### config.mk
export PLATFORM = sky130hd
export DESIGN_NAME = dvp_pattern_tx
export DESIGN_NICKNAME = d
export VERILOG_FILES = /design/src/rtl/dvp_pkg.sv /design/src/rtl/dvp_pattern_gen.sv /design/src/rtl/dvp_pattern_tx.sv
export SDC_FILE = /design/constraint.sdc
export NUM_CORES = 1
export LEC_CHECK = 0
export CAP_MARGIN = 20
export CELL_PAD_IN_SITES_DETAIL_PLACEMENT = 0
export CELL_PAD_IN_SITES_GLOBAL_PLACEMENT = 1
export CORE_AREA = 2 2 86 88
export DETAILED_ROUTE_END_ITERATION = 7
export DIE_AREA = 0 0 88 90
export PLACE_DENSITY = 0.85
export SLEW_MARGIN = 20
export SYNTH_ARGS = -nofsm -noshare
export SYNTH_HDL_FRONTEND = slang
export SYNTH_SLANG_ARGS = --single-unit
export TNS_END_PERCENT = 20
### constraint.sdc
create_clock -name clk -period 4.5 [get_ports clk]
set_input_delay 0.9 -clock clk [delete_from_list [all_inputs] [get_ports clk]]
set_output_delay 0.9 -clock clk [all_outputs]
set_load 0.01 [all_outputs]
### src/rtl/dvp_pkg.sv
`default_nettype none
// ============================================================================
//  Module   : dvp_pkg
//  Brief    : Shared types and constants for the DVP test-pattern transmitter.
//  Revision : 1.0 - initial release
// ============================================================================
package dvp_pkg;

    typedef enum logic [2:0] {
        ST_IDLE   = 3'd0,
        ST_VSYNC  = 3'd1,
        ST_VBACK  = 3'd2,
        ST_ACTIVE = 3'd3,
        ST_VFRONT = 3'd4
    } dvp_state_t;

    localparam logic [15:0] c_white   = 16'hFFFF;
    localparam logic [15:0] c_yellow  = 16'hFFE0;
    localparam logic [15:0] c_cyan    = 16'h07FF;
    localparam logic [15:0] c_green   = 16'h07E0;
    localparam logic [15:0] c_magenta = 16'hF81F;
    localparam logic [15:0] c_red     = 16'hF800;
    localparam logic [15:0] c_blue    = 16'h001F;
    localparam logic [15:0] c_black   = 16'h0000;

    localparam logic [1:0] c_mode_bars   = 2'd0;
    localparam logic [1:0] c_mode_grey   = 2'd1;
    localparam logic [1:0] c_mode_check  = 2'd2;
    localparam logic [1:0] c_mode_scroll = 2'd3;

    function automatic logic [15:0] bar_colour(input logic [2:0] idx);
        logic [15:0] col;
        case (idx)
            3'd0:    col = c_white;
            3'd1:    col = c_yellow;
            3'd2:    col = c_cyan;
            3'd3:    col = c_green;
            3'd4:    col = c_magenta;
            3'd5:    col = c_red;
            3'd6:    col = c_blue;
            default: col = c_black;
        endcase
        return col;
    endfunction

endpackage
`default_nettype wire

### src/rtl/dvp_pattern_gen.sv
`default_nettype none
// ============================================================================
//  Module   : dvp_pattern_gen
//  Brief    : Combinational RGB565 test-pattern source, one pixel per (x, y).
//  Revision : 1.0 - initial release
// ============================================================================
module dvp_pattern_gen
    import dvp_pkg::*;
#(
    parameter int H_ACTIVE = 480
) (
    input  logic [1:0]  mode_q,
    input  logic [15:0] x,
    input  logic        y_tile,     // y[3]: checker row parity
    input  logic [7:0]  frame_cnt,  // low byte of the frame counter
    output logic [15:0] pix
);

    localparam int c_bar_w = H_ACTIVE / 8;

    logic [15:0] w_bar;
    logic [2:0]  w_bar_idx;
    logic [7:0]  w_grey;
    logic [7:0]  w_xs;

    always_comb begin
        w_bar     = x / 16'(c_bar_w);
        w_bar_idx = (w_bar > 16'd7) ? 3'd7 : w_bar[2:0];
        w_grey    = x[7:0];
        w_xs      = x[7:0] + frame_cnt;
        pix       = c_black;
        case (mode_q)
            c_mode_bars:   pix = bar_colour(w_bar_idx);
            c_mode_grey:   pix = {w_grey[7:3], w_grey[7:2], w_grey[7:3]};
            c_mode_check:  pix = (x[3] ^ y_tile) ? c_white : c_black;
            c_mode_scroll: pix = (w_xs[3] ^ y_tile) ? c_white : c_black;
            default:       pix = c_black;
        endcase
    end

endmodule
`default_nettype wire

### src/rtl/dvp_pattern_tx.sv
`default_nettype none
// ============================================================================
//  Module   : dvp_pattern_tx
//  Brief    : OV5640-style DVP frame transmitter with built-in test patterns.
//  Revision : 1.0 - initial release
// ============================================================================
module dvp_pattern_tx
    import dvp_pkg::*;
#(
    parameter int H_ACTIVE = 480,
    parameter int V_ACTIVE = 272,
    parameter int H_BLANK  = 64,
    parameter int VSYNC_W  = 2,
    parameter int V_BACK   = 4,
    parameter int V_FRONT  = 2
) (
    input  logic        clk,
    input  logic        rst_n,
    input  logic        en,
    input  logic [1:0]  mode,
    output logic        camera_vsync,
    output logic        camera_href,
    output logic [7:0]  camera_data,
    output logic        frame_start,
    output logic [15:0] frame_cnt,
    output logic        busy
);

    localparam int c_line_len = 2 * H_ACTIVE + H_BLANK;
    localparam int c_hw       = $clog2(c_line_len);
    localparam logic [c_hw-1:0] c_h_last = c_hw'(c_line_len - 1);
    localparam logic [c_hw-1:0] c_h_act  = c_hw'(2 * H_ACTIVE);

    dvp_state_t        r_state, w_state_nxt;
    logic [c_hw-1:0]   r_hcnt, w_hcnt_nxt;
    logic [15:0]       r_lcnt, w_lcnt_nxt;
    logic [1:0]        r_mode, w_mode_nxt;
    logic [15:0]       r_frame_cnt, w_frame_cnt_nxt;
    logic [15:0]       w_lines_last;
    logic              w_line_end;
    logic              w_start;
    logic              w_href;
    logic [15:0]       w_pix;
    logic [7:0]        w_byte;

    logic        r_vsync, r_href, r_frame_start, r_busy;
    logic [7:0]  r_data;

    always_ff @(posedge clk or negedge rst_n) begin
        if (!rst_n) begin
            r_state     <= ST_IDLE;
            r_hcnt      <= '0;
            r_lcnt      <= '0;
            r_mode      <= c_mode_bars;
            r_frame_cnt <= '0;
        end else begin
            r_state     <= w_state_nxt;
            r_hcnt      <= w_hcnt_nxt;
            r_lcnt      <= w_lcnt_nxt;
            r_mode      <= w_mode_nxt;
            r_frame_cnt <= w_frame_cnt_nxt;
        end
    end

    always_comb begin
        w_line_end      = (r_hcnt == c_h_last);
        w_state_nxt     = r_state;
        w_hcnt_nxt      = r_hcnt;
        w_lcnt_nxt      = r_lcnt;
        w_mode_nxt      = r_mode;
        w_frame_cnt_nxt = r_frame_cnt;
        w_start         = 1'b0;
        case (r_state)
            ST_VSYNC:  w_lines_last = 16'(VSYNC_W - 1);
            ST_VBACK:  w_lines_last = 16'(V_BACK - 1);
            ST_ACTIVE: w_lines_last = 16'(V_ACTIVE - 1);
            ST_VFRONT: w_lines_last = 16'(V_FRONT - 1);
            default:   w_lines_last = '0;
        endcase

        if (r_state == ST_IDLE) begin
            w_hcnt_nxt = '0;
            w_lcnt_nxt = '0;
            w_start    = en;
        end else begin
            w_hcnt_nxt = w_line_end ? '0 : r_hcnt + 1'b1;
            if (w_line_end) begin
                if (r_lcnt == w_lines_last) begin
                    w_lcnt_nxt = '0;
                    case (r_state)
                        ST_VSYNC:  w_state_nxt = (V_BACK == 0) ? ST_ACTIVE : ST_VBACK;
                        ST_VBACK:  w_state_nxt = ST_ACTIVE;
                        ST_ACTIVE: w_state_nxt = ST_VFRONT;
                        ST_VFRONT: begin
                            w_state_nxt = ST_IDLE;
                            w_start     = en;
                        end
                        default:   w_state_nxt = ST_IDLE;
                    endcase
                end else begin
                    w_lcnt_nxt = r_lcnt + 16'd1;
                end
            end
        end

        // A new frame may begin from IDLE or straight out of VFRONT.
        if (w_start) begin
            w_state_nxt     = ST_VSYNC;
            w_mode_nxt      = mode;
            w_frame_cnt_nxt = r_frame_cnt + 16'd1;
        end
    end

    assign w_href = (r_state == ST_ACTIVE) && (r_hcnt < c_h_act);

    dvp_pattern_gen #(
        .H_ACTIVE (H_ACTIVE)
    ) u_gen (
        .mode_q    (r_mode),
        .x         (16'(r_hcnt >> 1)),
        .y_tile    (r_lcnt[3]),
        .frame_cnt (r_frame_cnt[7:0]),
        .pix       (w_pix)
    );

    // High byte on even clocks of each pixel pair, low byte on odd.
    assign w_byte = r_hcnt[0] ? w_pix[7:0] : w_pix[15:8];

    always_ff @(posedge clk or negedge rst_n) begin
        if (!rst_n) begin
            r_vsync       <= 1'b0;
            r_href        <= 1'b0;
            r_data        <= 8'h00;
            r_frame_start <= 1'b0;
            r_busy        <= 1'b0;
        end else begin
            r_vsync       <= (r_state == ST_VSYNC);
            r_href        <= w_href;
            r_data        <= w_href ? w_byte : 8'h00;
            r_frame_start <= (r_state == ST_VSYNC) && (r_lcnt == 16'd0) && (r_hcnt == '0);
            r_busy        <= (r_state != ST_IDLE);
        end
    end

    assign camera_vsync = r_vsync;
    assign camera_href  = r_href;
    assign camera_data  = r_data;
    assign frame_start  = r_frame_start;
    assign frame_cnt    = r_frame_cnt;
    assign busy         = r_busy;

endmodule
`default_nettype wire

==> results.md, run 1 <==
- Final period utilization: 0.582
- Setup Viol. Count Final: 0
- Post-synth EDFFs: 0
- Largest net degree at the start of global routing: 60
- Hold Path Class: reg -> reg
- Critical Path End Type: register
- Maxcap violations: 0
- Core footprint: roughly 7000 µm²
- Crit path kind: reg -> reg
- Critical Path Start: r_state[1]
- Post-CTS Hold Buffers: 0
- Clock transition at the registers of the reported paths: about 0.07 ns
- Die area: 7920 µm²
- Post-synthesis to final-layout area growth: 18.3%
- Number of global-route vias before repair: roughly 2500
- Routed wire length: 6730 µm
- Synth Warn #: 0
- Worst-Margin Slew: 0.994 ns
- Outcome: complete, no violations
- Drt wl/cell: 14.3 µm
- Via count: 2513
- Final Non-Filler Cells: 471
- Die Wd: just under 90 µm
- Synth area leaders: dfrtp_1 (46%), xnor2_1 (6.5%), nand3_1 (4.5%)
- Top cell type's share of synthesized area: 0.458
- First-pass GRT wire length: 11900 µm
- Ys flop type: dfrtp_1
- Ant. Diodes: 0
- VDD IR max: 252 µV
- Routability cong.: about 0.8
- Rows: 31
- Slew Limit Fails: 0
- TritonRoute pass-1 iters: 4
- DP Cell Count: 455
- Relative slew margins: 0.333
- Dpl hpwl: roughly 4600 µm
- Synthesized area per cell: 9.59 µm²
- Finished Core Util: 0.543
- PortBufs: 32
- WP data arrival: 2.89 ns
- Setup TNS: 0 ns
- Async set or reset register ratio after synthesis: 1.00
- Fin. Hold Viols: 0
- Nature of the critical path startpoint: register
- Initial antenna violation count: 0
- Sequential fraction of the synthesis area: 0.458
- Cells after Synth: 336
- Overall Power: 1790 µW
- Drt via density: 5.34
- Post-synth net total: about 350
- Initial Utilization: 0.459
- Fraction of layout cells with a size suffix above 1: 0.102
- Nets: 379
- Total gr overflow: 0
- Postcts setup bufs: 0
- Reg2reg setup slack: 1.88 ns
- Clock period minus worst slack: 2.62 ns
- CTS tree: done
- Required time worst endpoint: 4.77 ns
- Synthesized cell area: between 3000 and 4000 µm²
- Pwr per Cell Area: 470 nW/µm²
- I/O pins: 33
- Fmax: 382 MHz
- TritonCTS Sinks: 59
- Htree depth: 3
- Overall routing resource usage: 0.191
- Post-DRT Antenna Nets: 0
- Clk root buf: clkbuf_8
- CTS buffer count: 9
- Hold path start: frame_cnt[15]
- Seq cells post-synth: just under 60
- Dpl cell area: between 3000 and 4000 µm²
- # DRC: 0
- Yosys top cell by area: dfrtp_1
- RSZ-0062 raised after global routing: false
- Lkg Pwr: 0.00163 µW
- Distinct cells, synth: 56
- Fin area: 3810 µm²
- Worst R2R Start: r_state[1]
- Cts repair resizes: 0
- Clk buf depth: 2
- DR iter-0 viols: 93
- Clk_skew: 0.00777 ns
- Die height: 90 µm
- Clock Latency Late Sink: 0.34 ns
- Peak fanout along the critical path: 16
cells in the mapped netlist, types with 3 or more instances:
master and count:
or3_1 4, o211ai_1 6, o21bai_1 3, inv_1 12
a21oi_1 5, xnor2_1 24, and3_1 8, and3_2 4
mux2_2 3, a31oi_1 6, nand4_1 7, xor2_1 13
dfrtp_1 59, nand2b_1 3, nand3_1 29, nand2_1 22
nor3_1 10, o21ai_0 13, a211oi_1 4, nor2b_1 3
ha_1 7, clkbuf_1 7, nand3b_1 3, nor2_1 36
routing by layer:
layer | GRT usage | share of wire
met1 | 0.254 | 0.48
met4 | 0.0782 | 0.018
met2 | 0.302 | 0.47
met3 | 0.0404 | 0.033
met5 | 0 | 0
cells by family after synthesis:
logic type | Yosys count | synth area share
adders and majority gates | 8 | 0.0303
buffers and inverters | 26 | 0.0385
AOI/OAI and AO/OA | 52 | 0.113
DFF | 59 | 0.458
muxes | 5 | 0.0167
xor gates and xnor gates | 37 | 0.101
and+or+nand+nor | 149 | 0.242
worst max-delay path, cell delays in order, from the launching register on:
cell and delay (ns):
dfrtp_1 0.45, or2_4 0.29, or4_1 0.50, a311o_2 0.46, o21ai_4 0.40, and4b_2 0.32
xor2_1 0.14
cell type report:
type	instances	area (µm²)
clock buffer	10	128
inverter	12	45.0
multi-input combinational	251	1630
tap	99	124
sequential	59	1480
timing repair buffer	34	330
fill	630	3210
clock inverter	6	80.1
worst paths after layout:
check,endpoint,cells past startpoint
worst max register to register,frame_cnt[12],6
worst min-delay path,frame_cnt[15],1
worst max-delay path,frame_cnt[12],6
worst min register to register,frame_cnt[15],1
min in group asynchronous,r_lcnt[7],2
max in group asynchronous,camera_data[7],2
sequential cells by signal, summed over array words and instances (netlist names):
| signal | flops |
|---|---|
| r_hcnt | 10 |
| r_lcnt | 16 |
| r_state | 3 |
| r_mode | 2 |
| camera_vsync | 1 |
| busy | 1 |
| frame_start | 1 |
| frame_cnt | 16 |
| camera_data | 8 |
| camera_href | 1 |
report_power, final:
group | switching (µW) | internal, µW
Sequential | 133 | 623
Clock | 207 | 308
Combinational | 261 | 256
Total | 601 | 1190
stage by stage:
stage	worst slack [ns]	hold WS, ns
global route	1.73	0.508
detailed placement	1.80	0.481
global placement	1.89	0.469
CTS	1.88	0.491
finish	1.88	0.484
floorplan	2.15	0.470
layout by cell type, fill, tap and decap left out, types with 5 or more instances in the layout:
master / instances
a21oi_1: 5
a31oi_1: 6
and3_1: 8
clkbuf_8: 9
clkdlybuf4s50_1: 31
dfrtp_1: 59
ha_1: 7
inv_1: 12
nand2_1: 22
nand3_1: 29
nand4_1: 7
nor2_1: 36
nor3_1: 10
o211ai_1: 6
o21ai_0: 13
xnor2_1: 24
xor2_1: 13
(Power assumes the default switching activity.)
==> inputs of run 2 (changes only) <==
--- a/config.mk
+++ b/config.mk
@@ -8,10 +8,10 @@
 export CAP_MARGIN = 20
 export CELL_PAD_IN_SITES_DETAIL_PLACEMENT = 0
 export CELL_PAD_IN_SITES_GLOBAL_PLACEMENT = 1
-export CORE_AREA = 2 2 86 88
+export CORE_AREA = 2 2 93 95
 export DETAILED_ROUTE_END_ITERATION = 7
-export DIE_AREA = 0 0 88 90
-export PLACE_DENSITY = 0.85
+export DIE_AREA = 0 0 95 97
+export PLACE_DENSITY = 0.77
 export SLEW_MARGIN = 20
 export SYNTH_ARGS = -nofsm -noshare
 export SYNTH_HDL_FRONTEND = slang
==> constraint.sdc (replaced) <==
create_clock -name clk -period 2.4 [get_ports clk]
set_input_delay 0.48 -clock clk [delete_from_list [all_inputs] [get_ports clk]]
set_output_delay 0.48 -clock clk [all_outputs]
set_load 0.01 [all_outputs]
==> results.md, run 2 (synthesized netlist as in run 1, its figures left out) <==
- CTS tree: done
- Most frequent cells in the layout: dfrtp_1 (59), nor2_1 (36), clkdlybuf4s50_1 (31)
- Die area: 9220 µm²
- Drt wl/cell: 14.4 µm
- Pwr per Cell Area: 875 nW/µm²
- First-pass GRT wire length: 12100 µm
- Slew Limit Fails: 0
- Crit path kind: reg -> reg
- Total net switching power: 1150 µW
- Post-synthesis to final-layout area growth: 23.4%
- # DRC: 0
- Dpl hpwl: 5080 µm
- Met3 GRT Util: 0.0366
- Fin area: 3980 µm²
- Pint: 2320 µW
- Nets: 395
- Number of global-route vias before repair: 2510
- RSZ-0062 raised after global routing: false
- TritonCTS Sinks: between 50 and 60
- Relative slew margins: 0.651
- Clk_skew: 0.0120 ns
- Reg2reg setup slack: 0.11 ns
- Maxcap violations: 0
- Postcts setup bufs: 0
- Final period utilization: 0.954
- Required time worst endpoint: about 2.6 ns
- Setup Viol. Count Final: 0
- FF-to-FF path depth: 7
- WP data arrival: 2.51 ns
- Initial antenna violation count: 0
- Die height: 97 µm
- Seq pwr share: 0.385
- Peak fanout along the critical path: 16
- Clk buf depth: 2
- Rows: 33
- DR iter-0 viols: 93
- Via count: 2614
- Htree depth: 3
- Final Non-Filler Cells: about 500
- Hold Path Class: in -> async
- PortBufs: 32
- TritonRoute pass-1 iters: 4
- Setup TNS: 0 ns
- Fmax: 437 MHz
- Dpl cell area: 3750 µm²
- Largest net degree at the start of global routing: 40
- GRT Max-Usage Layer: met2
- CTS buffer count: 9
- Die Wd: 95 µm
- Routed wire length: 7080 µm
- I/O pins: 33
- Clk root buf: clkbuf_8
- VDD IR max: 321 µV
- Total gr overflow: 0
- Clock Latency Late Sink: about 0.34 ns
- Post-DRT Antenna Nets: 0
- Critical Path End Type: register
- Routability cong.: roughly 0.83
- Worst r2r dst: r_mode[0]
- Logic pwr share: 0.321
- Ant. Diodes: 0
- Fin. Hold Viols: 0
- Met1 global-route usage: 0.240
- Overall routing resource usage: 0.166
- Clock transition at the registers of the reported paths: ~0.07 ns
- Worst-Margin Slew: approximately 0.52 ns
- Clock period minus worst slack: 2.29 ns
- Core footprint: a little over 8000 µm²
- Lkg Pwr: 0.00172 µW
- DP Cell Count: 477
- Met2 GRT Util: 0.242
- Sw frac: 0.332
- Fraction of layout cells with a size suffix above 1: 0.139
- Fill count: 765
- Worst R2R Start: r_state[1]
- Initial Utilization: 0.396
- Drt via density: 5.30
- Clk pwr share: 0.293
- Most common cell after layout, fill and taps aside: dfrtp_1
- Nature of the critical path startpoint: register
- Outcome: complete, no violations
==> run 2: cell count changes in the layout (fill, tap and decap cells not counted), moves of 2 or more <==
cell,change
buf_12,+2
buf_4,+14
clkinv_2,-3
clkinvlp_4,+2
==> run 2: power groups by stage <==
| stage | Clock [µW] | Combinational, µW | Sequential [µW] |
|---|---|---|---|
| final | 1020 | 1120 | 1340 |
| after CTS | 1050 | 1130 | 1340 |
| after floorplan | 0 | 652 | 1360 |
| after global routing | 1100 | 1250 | 1370 |
| after global placement | 0 | 1110 | 1350 |
| after detailed placement | 0 | 1130 | 1360 |
==> run 2: cell type report <==
class / instances / area [µm²] / area share
Tap cell: 105 / 131 / 0.0331
Clock inverter: 6 / 88.8 / 0.0223
Timing Repair Buffer: 50 / 475 / 0.120
Clock buffer: 10 / 138 / 0.0346
Inverter: 12 / 45.0 / 0.0113
Sequential cell: 59 / 1480 / 0.371
Multi-Input combinational cell: 251 / 1620 / 0.408
==> run 2: critical path, cell delays in order, from the launching register on <==
cell,delay [ns]
dfrtp_1,0.38
or2_4,0.25
or4_1,0.50
a311o_2,0.39
o21ai_4,0.16
buf_12,0.16
nand2_4,0.07
mux2_2,0.27
==> run 2: worst max-delay path by stage <==
stage	startpoint	to	slack, ns	cells past startpoint
6_report	r_state[1]	r_mode[0]	0.11	7
5_1_grt	r_state[1]	r_mode[0]	0.02	7
4_1_cts	r_state[1]	r_mode[0]	0.03	7
3_5_place_dp	r_state[1]	r_mode[1]	0.03	7
3_3_place_gp	r_state[1]	r_mode[1]	0.08	7
2_1_floorplan	r_state[1]	frame_cnt[3]	0.05	7
==> run 2: stage by stage <==
| stage | setup WS, ns | hold WS, ns | power (µW) | util |
|---|---|---|---|---|
| 2_1_floorplan | 0.0548 | 0.184 | 2020 | - |
| 3_5_place_dp | 0.0291 | 0.468 | 2490 | 0.461 |
| 3_3_place_gp | 0.0847 | 0.463 | 2470 | 0.461 |
| 4_1_cts | 0.0276 | 0.124 | 3520 | 0.489 |
| 6_report | 0.109 | 0.117 | 3480 | 0.489 |
| 5_1_grt | 0.0244 | 0.148 | 3710 | 0.489 |
==> run 2: repair_timing <==
item,CTS,global route
setup endpoints to repair,0,6
hold buffers,0,0
resized for setup,0,0
==> run 2: routing by layer <==
metal | up-vias | wire, µm
met5 | - | 0
met2 | 53 | 3160
met4 | 0 | 137
met1 | 1268 | 3460
met3 | 13 | 328
li1 | 1280 | -
